`src/rtl/lvds_word_deser_s8_if.sv`:
```
// LVDS deserialiser lane bundle: serial samples and controls in,
// assembled words, word strobe and per-channel delay values out.
interface lvds_word_deser_s8_if #(
   parameter int S = 8,
   parameter int D = 3
);
   logic [D-1:0]   datain_p;
   logic [D-1:0]   datain_n;
   logic           rxserdesstrobe;
   logic           bitslip;
   logic           use_phase_detector;
   logic [S*D-1:0] data_out;
   logic           data_valid;
   logic [9*D-1:0] delayVals;

   modport master (
      output datain_p, datain_n, rxserdesstrobe,
      output bitslip, use_phase_detector,
      input  data_out, data_valid, delayVals
   );

   modport slave (
      input  datain_p, datain_n, rxserdesstrobe,
      input  bitslip, use_phase_detector,
      output data_out, data_valid, delayVals
   );
endinterface

```
`src/rtl/lvds_word_deser_s8.sv`:
```
// 1:S LVDS word deserialiser with bitslip alignment and a
// per-channel early/late phase tracker producing signed delays.
module lvds_word_deser_s8 #(
   parameter int S         = 8,
   parameter int D         = 3,
   parameter int PD_WORDS  = 16,
   parameter int PD_THRESH = 4
) (
   input logic                 rxioclk,
   input logic                 reset,
   lvds_word_deser_s8_if.slave rx
);
   localparam int OW = (S > 2) ? $clog2(S) : 1;
   localparam int WW = $clog2(PD_WORDS + 1);
   localparam int CW = 16;
   localparam logic [OW-1:0] OMAX = OW'(S - 1);
   localparam logic [WW-1:0] WLAST = WW'(PD_WORDS - 1);
   localparam logic signed [CW-1:0] ONE = 16'sd1;
   localparam logic signed [CW-1:0] TH_P = CW'(PD_THRESH);
   localparam logic signed [CW-1:0] TH_N = -TH_P;
   localparam logic signed [8:0] DMAX = 9'sd255;
   localparam logic signed [8:0] DMIN = -9'sd255;

   logic [2*S-1:0]        sr     [D];
   logic [2*S-1:0]        sr_nx  [D];
   logic signed [CW-1:0]  cnt    [D];
   logic signed [CW-1:0]  cnt_nx [D];
   logic [S*D-1:0]        dout_q;
   logic                  valid_q;
   logic [OW-1:0]         off;
   logic [OW-1:0]         off_act;
   logic [D-1:0]          prev_p;
   logic [D-1:0]          prev_ns;
   logic [WW-1:0]         win;
   logic                  win_end;
   logic [9*D-1:0]        dly_q;
   logic [9*D-1:0]        dly_nx;
   logic signed [8:0]     cur;

   // Next shift contents, vote accumulation and window-end delay step
   always_comb begin
      win_end = rx.use_phase_detector && rx.rxserdesstrobe
                && (win == WLAST);
      dly_nx  = dly_q;
      cur     = '0;
      for (int d = 0; d < D; d++) begin
         sr_nx[d]  = {sr[d][2*S-2:0], rx.datain_p[d]};
         cnt_nx[d] = cnt[d];
         if (rx.datain_p[d] != prev_p[d])
            cnt_nx[d] = (prev_ns[d] == rx.datain_p[d]) ?
                        cnt[d] + ONE : cnt[d] - ONE;
         cur = $signed(dly_q[d*9 +: 9]);
         if (win_end) begin
            if (cnt_nx[d] >= TH_P && cur != DMAX)
               dly_nx[d*9 +: 9] = cur + 9'sd1;
            else if (cnt_nx[d] <= TH_N && cur != DMIN)
               dly_nx[d*9 +: 9] = cur - 9'sd1;
         end
      end
   end

   // Shift every bit in; capture the aligned word on the strobe edge
   always_ff @(posedge rxioclk or negedge reset) begin
      if (!reset) begin
         for (int d = 0; d < D; d++) sr[d] <= '0;
         dout_q  <= '0;
         valid_q <= 1'b0;
      end else begin
         for (int d = 0; d < D; d++) sr[d] <= sr_nx[d];
         valid_q <= rx.rxserdesstrobe;
         if (rx.rxserdesstrobe)
            for (int d = 0; d < D; d++)
               dout_q[d*S +: S] <= sr_nx[d][off_act +: S];
      end
   end

   // Slip requests bump the offset; words pick it up at a strobe
   always_ff @(posedge rxioclk or negedge reset) begin
      if (!reset) begin
         off     <= '0;
         off_act <= '0;
      end else begin
         if (rx.bitslip)
            off <= (off == OMAX) ? '0 : off + 1'b1;
         if (rx.rxserdesstrobe)
            off_act <= off;
      end
   end

   // Phase tracker state: history, vote counters, window, delays
   always_ff @(posedge rxioclk or negedge reset) begin
      if (!reset) begin
         prev_p  <= '0;
         prev_ns <= '0;
         win     <= '0;
         dly_q   <= '0;
         for (int d = 0; d < D; d++) cnt[d] <= '0;
      end else begin
         prev_p  <= rx.datain_p;
         prev_ns <= ~rx.datain_n;
         if (!rx.use_phase_detector) begin
            win <= '0;
            for (int d = 0; d < D; d++) cnt[d] <= '0;
         end else begin
            dly_q <= dly_nx;
            if (rx.rxserdesstrobe)
               win <= win_end ? '0 : win + 1'b1;
            for (int d = 0; d < D; d++)
               cnt[d] <= win_end ? '0 : cnt_nx[d];
         end
      end
   end

   assign rx.data_out   = dout_q;
   assign rx.data_valid = valid_q;
   assign rx.delayVals  = dly_q;
endmodule

```
`src/flat_wrapper.sv`:
```
// flat-port wrapper written by rule: the top's interface ports become plain ports
module lvds_word_deser_s8_flat 
#(
   parameter int S         = 8,
   parameter int D         = 3,
   parameter int PD_WORDS  = 16,
   parameter int PD_THRESH = 4
)
  (rxioclk, reset, rx_datain_p, rx_datain_n, rx_rxserdesstrobe, rx_bitslip, rx_use_phase_detector, rx_data_out, rx_data_valid, rx_delayVals);
  lvds_word_deser_s8_if #(.S(S), .D(D)) rx_i ();
  input logic rxioclk;
  input logic reset;
  input wire logic [$bits(rx_i.datain_p)-1:0] rx_datain_p;
  input wire logic [$bits(rx_i.datain_n)-1:0] rx_datain_n;
  input wire logic [$bits(rx_i.rxserdesstrobe)-1:0] rx_rxserdesstrobe;
  input wire logic [$bits(rx_i.bitslip)-1:0] rx_bitslip;
  input wire logic [$bits(rx_i.use_phase_detector)-1:0] rx_use_phase_detector;
  output wire logic [$bits(rx_i.data_out)-1:0] rx_data_out;
  output wire logic [$bits(rx_i.data_valid)-1:0] rx_data_valid;
  output wire logic [$bits(rx_i.delayVals)-1:0] rx_delayVals;
  assign rx_i.datain_p = rx_datain_p;
  assign rx_i.datain_n = rx_datain_n;
  assign rx_i.rxserdesstrobe = rx_rxserdesstrobe;
  assign rx_i.bitslip = rx_bitslip;
  assign rx_i.use_phase_detector = rx_use_phase_detector;
  assign rx_data_out = rx_i.data_out;
  assign rx_data_valid = rx_i.data_valid;
  assign rx_delayVals = rx_i.delayVals;
  lvds_word_deser_s8 #(.S(S), .D(D), .PD_WORDS(PD_WORDS), .PD_THRESH(PD_THRESH)) u_core (.rxioclk(rxioclk), .reset(reset), .rx(rx_i));
endmodule
```
`config.mk`:
```
export PLATFORM = sky130hd
export DESIGN_NAME = lvds_word_deser_s8_flat
export DESIGN_NICKNAME = d
export VERILOG_FILES = /design/src/rtl/lvds_word_deser_s8_if.sv /design/src/rtl/lvds_word_deser_s8.sv /design/src/flat_wrapper.sv
export SDC_FILE = /design/constraint.sdc
export NUM_CORES = 1
export LEC_CHECK = 0
export ABC_AREA = 1
export BUFFER_PORTS_ARGS = -buffer_cell sky130_fd_sc_hd__buf_2
export CAP_MARGIN = 10
export CORE_ASPECT_RATIO = 1.25
export CORE_UTILIZATION = 30
export CTS_CLUSTER_DIAMETER = 40
export DETAILED_ROUTE_END_ITERATION = 8
export MAX_ROUTING_LAYER = met4
export SLEW_MARGIN = 20
export SYNTH_ARGS = -nofsm -noshare
export SYNTH_HDL_FRONTEND = slang
export SYNTH_SLANG_ARGS = --single-unit
```
`constraint.sdc`:
```
create_clock -name rxioclk -period 3.6 [get_ports rxioclk]
set_input_delay 0.18 -clock rxioclk [delete_from_list [all_inputs] [get_ports rxioclk]]
set_output_delay 0.18 -clock rxioclk [all_outputs]
set_load 0.005 [all_outputs]
```
; ---- Word level (Yosys, flattened, before mapping)
; Cells that the tools add are included.
[word_totals]
reg_bits = 162
latchBits = 0
ramBits = 0
mem_bits_ro = 0
out_inout_bits = 52
mem_count = 0
[op_classes]
add_sub_neg = 14
n_mul = 0
n_div = 0
order_cmp = 6
n_eq_ne = 15
shifts = 3
mux = 20
n_bitwise = 1
n_reduce_logical = 14
[op_table]
columns = op, count
row1 = $mux 16, 9
row2 = $mux 9, 6
row3 = $ne 9x9->1 const B, 6
row4 = $add 16x2->16 const B, 3
row5 = $ge 16x4->1 const B, 3
row6 = $le 16x3->1 const B, 3
row7 = $mux 48, 1
row8 = $shiftx 16x4->8, 3
row9 = $sub 16x2->16 const B, 3
row10 = $add 9x2->9 const B, 3
row11 = $sub 9x2->9 const B, 3
row12 = $mux 5, 3
row13 = $reduce_and 3->1, 3
row14 = $logic_and 1x1->1, 8
row15 = $reduce_bool 2->1, 3
row16 = $add 5x1->5 const B, 1
row17 = $eq 5x4->1 const B, 1
row18 = $add 3x1->3 const B, 1
row19 = $eq 1x1->1, 3
row20 = $eq 3x3->1 const B, 1
row21 = $mux 3, 1
row22 = $ne 1x1->1, 3
row23 = $not 3->3, 1
row24 = $ne 2x2->1 const B, 1

; ---- Logic depth before layout (Yosys ltp)
[logic_depth]
depth_word = 7
depth_mapped = 31
depth_no_buf = 31

; ---- Least setup slack after synthesis
; No wires, ideal clock.
[synth_path]
path_type = register to register
start = register u_core.prev_ns[1]
end = register u_core.dly_q[16] (netlist: u_core.rx.delayVals[16])
setup_ns = 0.122
arrival_time_ns = 3.692
t_required_ns = 3.478
setup_slack_ns = -0.214
path_stages_with_launch = 26
path_buffers = 0
period_less_slack_ns = 3.814
cell_sequence = dfrtp_1 > xnor2_1 > inv_1 > ha_1 > a21oi_1 > nor2_1 > nor2_1 > nand2_1 > nand2_1 > nand3b_1 > nand3_1 > nand2_1 > nor2_1 > nand3_1 > nand2_2 > ha_1 > a21oi_1 > nand2_1 > a21oi_1 > inv_1 > a21oi_1 > nor2_1 > o21ai_0 > nand2_1 > xnor2_1 > o21ai_2
[synth_via]
elab_chain_cells = 7
word_cells_on_any_way = 10
[synth_rtl]
columns = element, line
row1 = "start, declared", lvds_word_deser_s8.sv:33  ; logic [D-1:0] prev_ns;
row2 = "start signal, assigned", lvds_word_deser_s8.sv:100  ; prev_ns <= ~rx.datain_n;
row3 = $eq 1x1->1 (*), lvds_word_deser_s8.sv:50  ; cnt_nx[d] = (prev_ns[d] == rx.datain_p[d]) ?
row4 = $mux 16 (*), lvds_word_deser_s8.sv:50
row5 = $mux 16 (*), lvds_word_deser_s8.sv:49  ; if (rx.datain_p[d] != prev_p[d])
row6 = $le 16x3->1 / $ge 16x4->1 (equally long branches), "lvds_word_deser_s8.sv:56, lvds_word_deser_s8.sv:54"
row7 = "$logic_and 1x1->1, on equally long branches", "lvds_word_deser_s8.sv:56, lvds_word_deser_s8.sv:54"
row8 = $reduce_bool 2->1 (no source line), -
row9 = $reduce_and 3->1 (no source line), -
row10 = "end signal, assigned", lvds_word_deser_s8.sv:105  ; dly_q <= dly_nx;
row11 = "end, declared", lvds_word_deser_s8.sv:36  ; logic [9*D-1:0] dly_q;
; Every way passes the cells marked *; elsewhere a longest branch is shown, timed or not.
; A chain may end at the register's enable or synchronous reset.

; ---- Worst setup path in the final report
[layout_path]
start = register u_core.prev_ns[0]
end = register u_core.dly_q[8] (netlist: u_core.rx.delayVals[8])
; The elaborated chain is that of the path after synthesis.

==> impl_metrics.tcl <==
set metrics [dict create \
    numClockSinks 156 \
    grt_total_usage 0.173 \
    ys.warnings.count 0 \
    rrSetupSlack_ps -300 \
    timing.rr.end "u_core.rx.delayVals[8]" \
    die-height_microns 217 \
    reg2reg_depth 27 \
    route.vias.total 11000 \
    finish.cell_count_without_fillers 2331 \
    setup.worst_path.end_class "flip-flop" \
    placed_cells_incl_taps 2214 \
    antenna_found_initial 1 \
    number_of_endpoints_with_negative_hold_slack_in_the_final_report 0 \
    period_share 1.08 \
    final_common_cell "sky130_fd_sc_hd__nand2_1" \
    area_delta_synth_final_pct 45.6 \
    clockBufferDepth 2 \
    cts_buffers 17 \
    fin_hold_ws_ps 69.9 \
    floorplan.die_area_sq_um 37700 \
    final_net_count 1923 \
    timing_worst_setup_path_type "flip-flop to flip-flop" \
    synth-seq-cells 156 \
    synth_edf_count 0 \
    hold_depth 2 \
    grt_pass1_wl_mm 51.9 \
    worst-slew-pin-transition_ps 1020 \
    floorplan.core_area_sq_um 36300 \
    mappedNetlistArea_sq_um 11100 \
    count_of_standard_cell_rows 78 \
    drt_wl_total_mm 31.9 \
    netlist-cell-type-count 50 \
    asyncSetResetFlopFracSynth 1.00 \
    routabilityCongestion 0.866 \
    yosysSeqAreaShare 0.352 \
    synth-main-ff-cell "sky130_fd_sc_hd__dfrtp_1" \
    design_power_total_mw 8.15 \
    critical_path.reg2reg.startpoint "u_core.prev_ns[0]" \
    finalWorstPathRequiredPeriod_ps 3900 \
    detailedRoute.firstIterationViolations 612 \
    clkTransAtPathRegs_ps 70 \
    place.detailed.hpwl_mm 21.3 \
    most-common-layout-cells "sky130_fd_sc_hd__nand2_1 (382), sky130_fd_sc_hd__buf_4 (215), sky130_fd_sc_hd__dfrtp_1 (156)" \
    clock_latency_ps 450 \
    rsz_0062_raised_after_global_routing "true" \
    htreeDepth 4 \
    syn-num-nets 1640 \
    syn_inst 1555 \
    worst_setup_slack_before_clock_tree_synthesis_ps -451 \
    fin_skew_ps 8.14 \
    tritoncts "yes" \
    grt_max_degree 121 \
    max_freq_mhz 257 \
    finalSetupViolations 15 \
    globalRouteOverflowTotal 0 \
    place.port_buffers 62 \
    fin_util 0.445 \
    hold_path.startpoint "rx_datain_p[0]" \
    hold_path.class "primary input to flip-flop" \
    power_leakage_nw 8.00 \
    maxCapViolCount 0 \
    dr.pass1.iters 7 \
    grt_pass1_vias 11100 \
    die_w_microns 174 \
    failing_checks "negative setup slack" \
    synth.avg_cell_area_sq_um 7.13 \
    worst_slack_ps -295 \
    worstHoldEndpoint "u_core.sr[32]" \
    drv_slew 0 \
    detail_route.wl_per_cell_microns 13.7 \
    cts-root-buf "sky130_fd_sc_hd__clkbuf_16" \
    insertedDiodeCount 0 \
    drt.antenna.violating_nets 0 \
    relSlewSlack 0.315 \
    vias_per_cell 4.74 \
    start_util 0.305 \
    drive_gt1_frac 0.376 \
    io_pins 63 \
    vdd_ir_drop_max_uv 396 \
    critical_path_peak_fanout 7 \
    worst_ep_arrival_time_ps 4230 \
    outcome "finished with violations" \
    cp.required_ps 3940 \
    drcViolationCount 0 \
    p_per_area_nw_per_um2 505 \
    setup.worst_path.start_class "flip-flop" \
]
flip-flops by register name (all words and copies together), names as in the netlist:
register / flops
u_core.cnt: 48
u_core.sr: 42
u_core.rx.delayVals: 27
u_core.rx.data_out: 24
u_core.win: 5
u_core.off: 3
u_core.off_act: 3
u_core.prev_ns: 3
u_core.rx.data_valid: 1
routing by layer:
metal	GRT usage	routed length, microns	vias up
met5	-	0	-
met4	0.0708	760	0
li1	-	-	5589
met3	0.0259	885	56
met2	0.305	16600	199
met1	0.196	13600	5200
worst max-delay path by stage:
| stage | depth (start not counted) | startpoint | endpoint | slack (ps) |
|---|---|---|---|---|
| after global routing | 27 | u_core.prev_ns[2] | u_core.rx.delayVals[26] | -540 |
| after CTS | 28 | u_core.prev_ns[1] | u_core.rx.delayVals[17] | -230 |
| after detailed placement | 25 | u_core.prev_ns[2] | u_core.rx.delayVals[25] | -450 |
| after global placement | 24 | u_core.prev_ns[2] | u_core.rx.delayVals[25] | -390 |
| final | 27 | u_core.prev_ns[0] | u_core.rx.delayVals[8] | -300 |
| after floorplan | 25 | u_core.prev_ns[1] | u_core.rx.delayVals[16] | -10 |
critical path, stage by stage, from the launching register on:
cell and delay (ps):
sky130_fd_sc_hd__dfrtp_1 400, sky130_fd_sc_hd__xnor2_2 200, sky130_fd_sc_hd__bufinv_8 250, sky130_fd_sc_hd__ha_4 350
sky130_fd_sc_hd__buf_6 110, sky130_fd_sc_hd__xor2_1 130, sky130_fd_sc_hd__nand2_1 70, sky130_fd_sc_hd__nand2_2 80
sky130_fd_sc_hd__and2_4 140, sky130_fd_sc_hd__nand3_2 70, sky130_fd_sc_hd__nor2_2 90, sky130_fd_sc_hd__nand3_2 120
sky130_fd_sc_hd__nor2_4 120, sky130_fd_sc_hd__nand2_2 90, sky130_fd_sc_hd__buf_4 140, sky130_fd_sc_hd__buf_4 120
sky130_fd_sc_hd__buf_4 120, sky130_fd_sc_hd__buf_4 120, sky130_fd_sc_hd__buf_4 120, sky130_fd_sc_hd__buf_4 130
sky130_fd_sc_hd__buf_4 120, sky130_fd_sc_hd__buf_4 120, sky130_fd_sc_hd__buf_4 120, sky130_fd_sc_hd__buf_4 120
sky130_fd_sc_hd__nand3_1 60, sky130_fd_sc_hd__nand2_1 70, sky130_fd_sc_hd__o21bai_1 140, sky130_fd_sc_hd__nand2_1 60
power by group:
group,switching (mW),total [mW],internal [mW]
clock network,0.800,2.03,1.23
registers,0.220,2.22,2.00
logic,2.09,3.90,1.80
total,3.11,8.15,5.03
metrics by stage:
stage          cell area [sq um]  setup TNS [ps]
2_1_floorplan              11300           -12.0
3_3_place_gp               13200           -2700
3_5_place_dp               13200           -3320
4_1_cts                    15200           -2620
5_1_grt                    16100           -6000
6_report                   16100           -2350
cells by family after synthesis:
group / after synthesis / share of synthesized area
flops: 156 / 0.352
xor+xnor: 32 / 0.0260
compound gates: 203 / 0.107
simple gates: 866 / 0.336
fa+ha+maj: 74 / 0.0876
buf+inv: 210 / 0.0785
mux: 14 / 0.0129
final cells by class:
cell class / count / area [sq um]
timing repair buffer: 303 / 2230
fill: 3548 / 20200
timing repair inverter: 3 / 36.3
clock inverter: 11 / 181
tap: 480 / 601
sequential: 156 / 3900
clock buffer: 21 / 470
multi-input combinational: 1191 / 8050
inverter: 166 / 663
synth_stat cells, types with 2 or more instances:
cell / number / area, sq um
sky130_fd_sc_hd__nor4_1: 4 / 25.0
sky130_fd_sc_hd__inv_2: 3 / 11.3
sky130_fd_sc_hd__xor2_1: 17 / 149
sky130_fd_sc_hd__o22a_1: 2 / 17.5
sky130_fd_sc_hd__nand4_1: 17 / 106
sky130_fd_sc_hd__o21ai_2: 19 / 166
sky130_fd_sc_hd__nand2_4: 6 / 67.6
sky130_fd_sc_hd__nand3b_1: 12 / 90.1
sky130_fd_sc_hd__o22ai_1: 2 / 12.5
sky130_fd_sc_hd__a21oi_1: 67 / 335
sky130_fd_sc_hd__nor2_1: 152 / 571
sky130_fd_sc_hd__a31oi_1: 11 / 68.8
sky130_fd_sc_hd__mux2_2: 2 / 22.5
sky130_fd_sc_hd__inv_1: 161 / 604
sky130_fd_sc_hd__or2_1: 5 / 31.3
sky130_fd_sc_hd__buf_2: 7 / 35.0
sky130_fd_sc_hd__o21a_1: 2 / 15.0
sky130_fd_sc_hd__nand2_1: 472 / 1770
sky130_fd_sc_hd__fa_1: 6 / 120
sky130_fd_sc_hd__xnor2_1: 14 / 123
sky130_fd_sc_hd__clkinv_1: 2 / 7.51
sky130_fd_sc_hd__mux2i_1: 12 / 120
sky130_fd_sc_hd__a21o_1: 4 / 30.0
sky130_fd_sc_hd__buf_1: 3 / 11.3
sky130_fd_sc_hd__buf_8: 2 / 30.0
sky130_fd_sc_hd__ha_1: 68 / 851
sky130_fd_sc_hd__o21ai_1: 4 / 20.0
sky130_fd_sc_hd__nand3_1: 141 / 706
sky130_fd_sc_hd__clkbuf_1: 26 / 97.6
sky130_fd_sc_hd__o21bai_1: 7 / 52.6
sky130_fd_sc_hd__nand2_2: 24 / 150
sky130_fd_sc_hd__buf_6: 4 / 45.0
sky130_fd_sc_hd__or2_2: 19 / 119
sky130_fd_sc_hd__nor3_1: 5 / 25.0
sky130_fd_sc_hd__dfrtp_1: 156 / 3900
sky130_fd_sc_hd__o21ai_0: 71 / 355
sky130_fd_sc_hd__a21oi_2: 4 / 35.0
sky130_fd_sc_hd__o211ai_1: 5 / 37.5
sky130_fd_sc_hd__and2_1: 3 / 18.8
sky130_fd_sc_hd__or2_0: 4 / 25.0
what timing repair did:
action                                  4_1_cts  5_1_grt
cloned                                        4        1
pin swaps                                   128      128
endpoints found under the setup margin       12       26
buffers inserted                             67       19
resized for setup                           165      196
hold buffers                                  7        0
hold endpoints to repair                     42        0
Note: power is estimated with default switching activity, not from simulation.
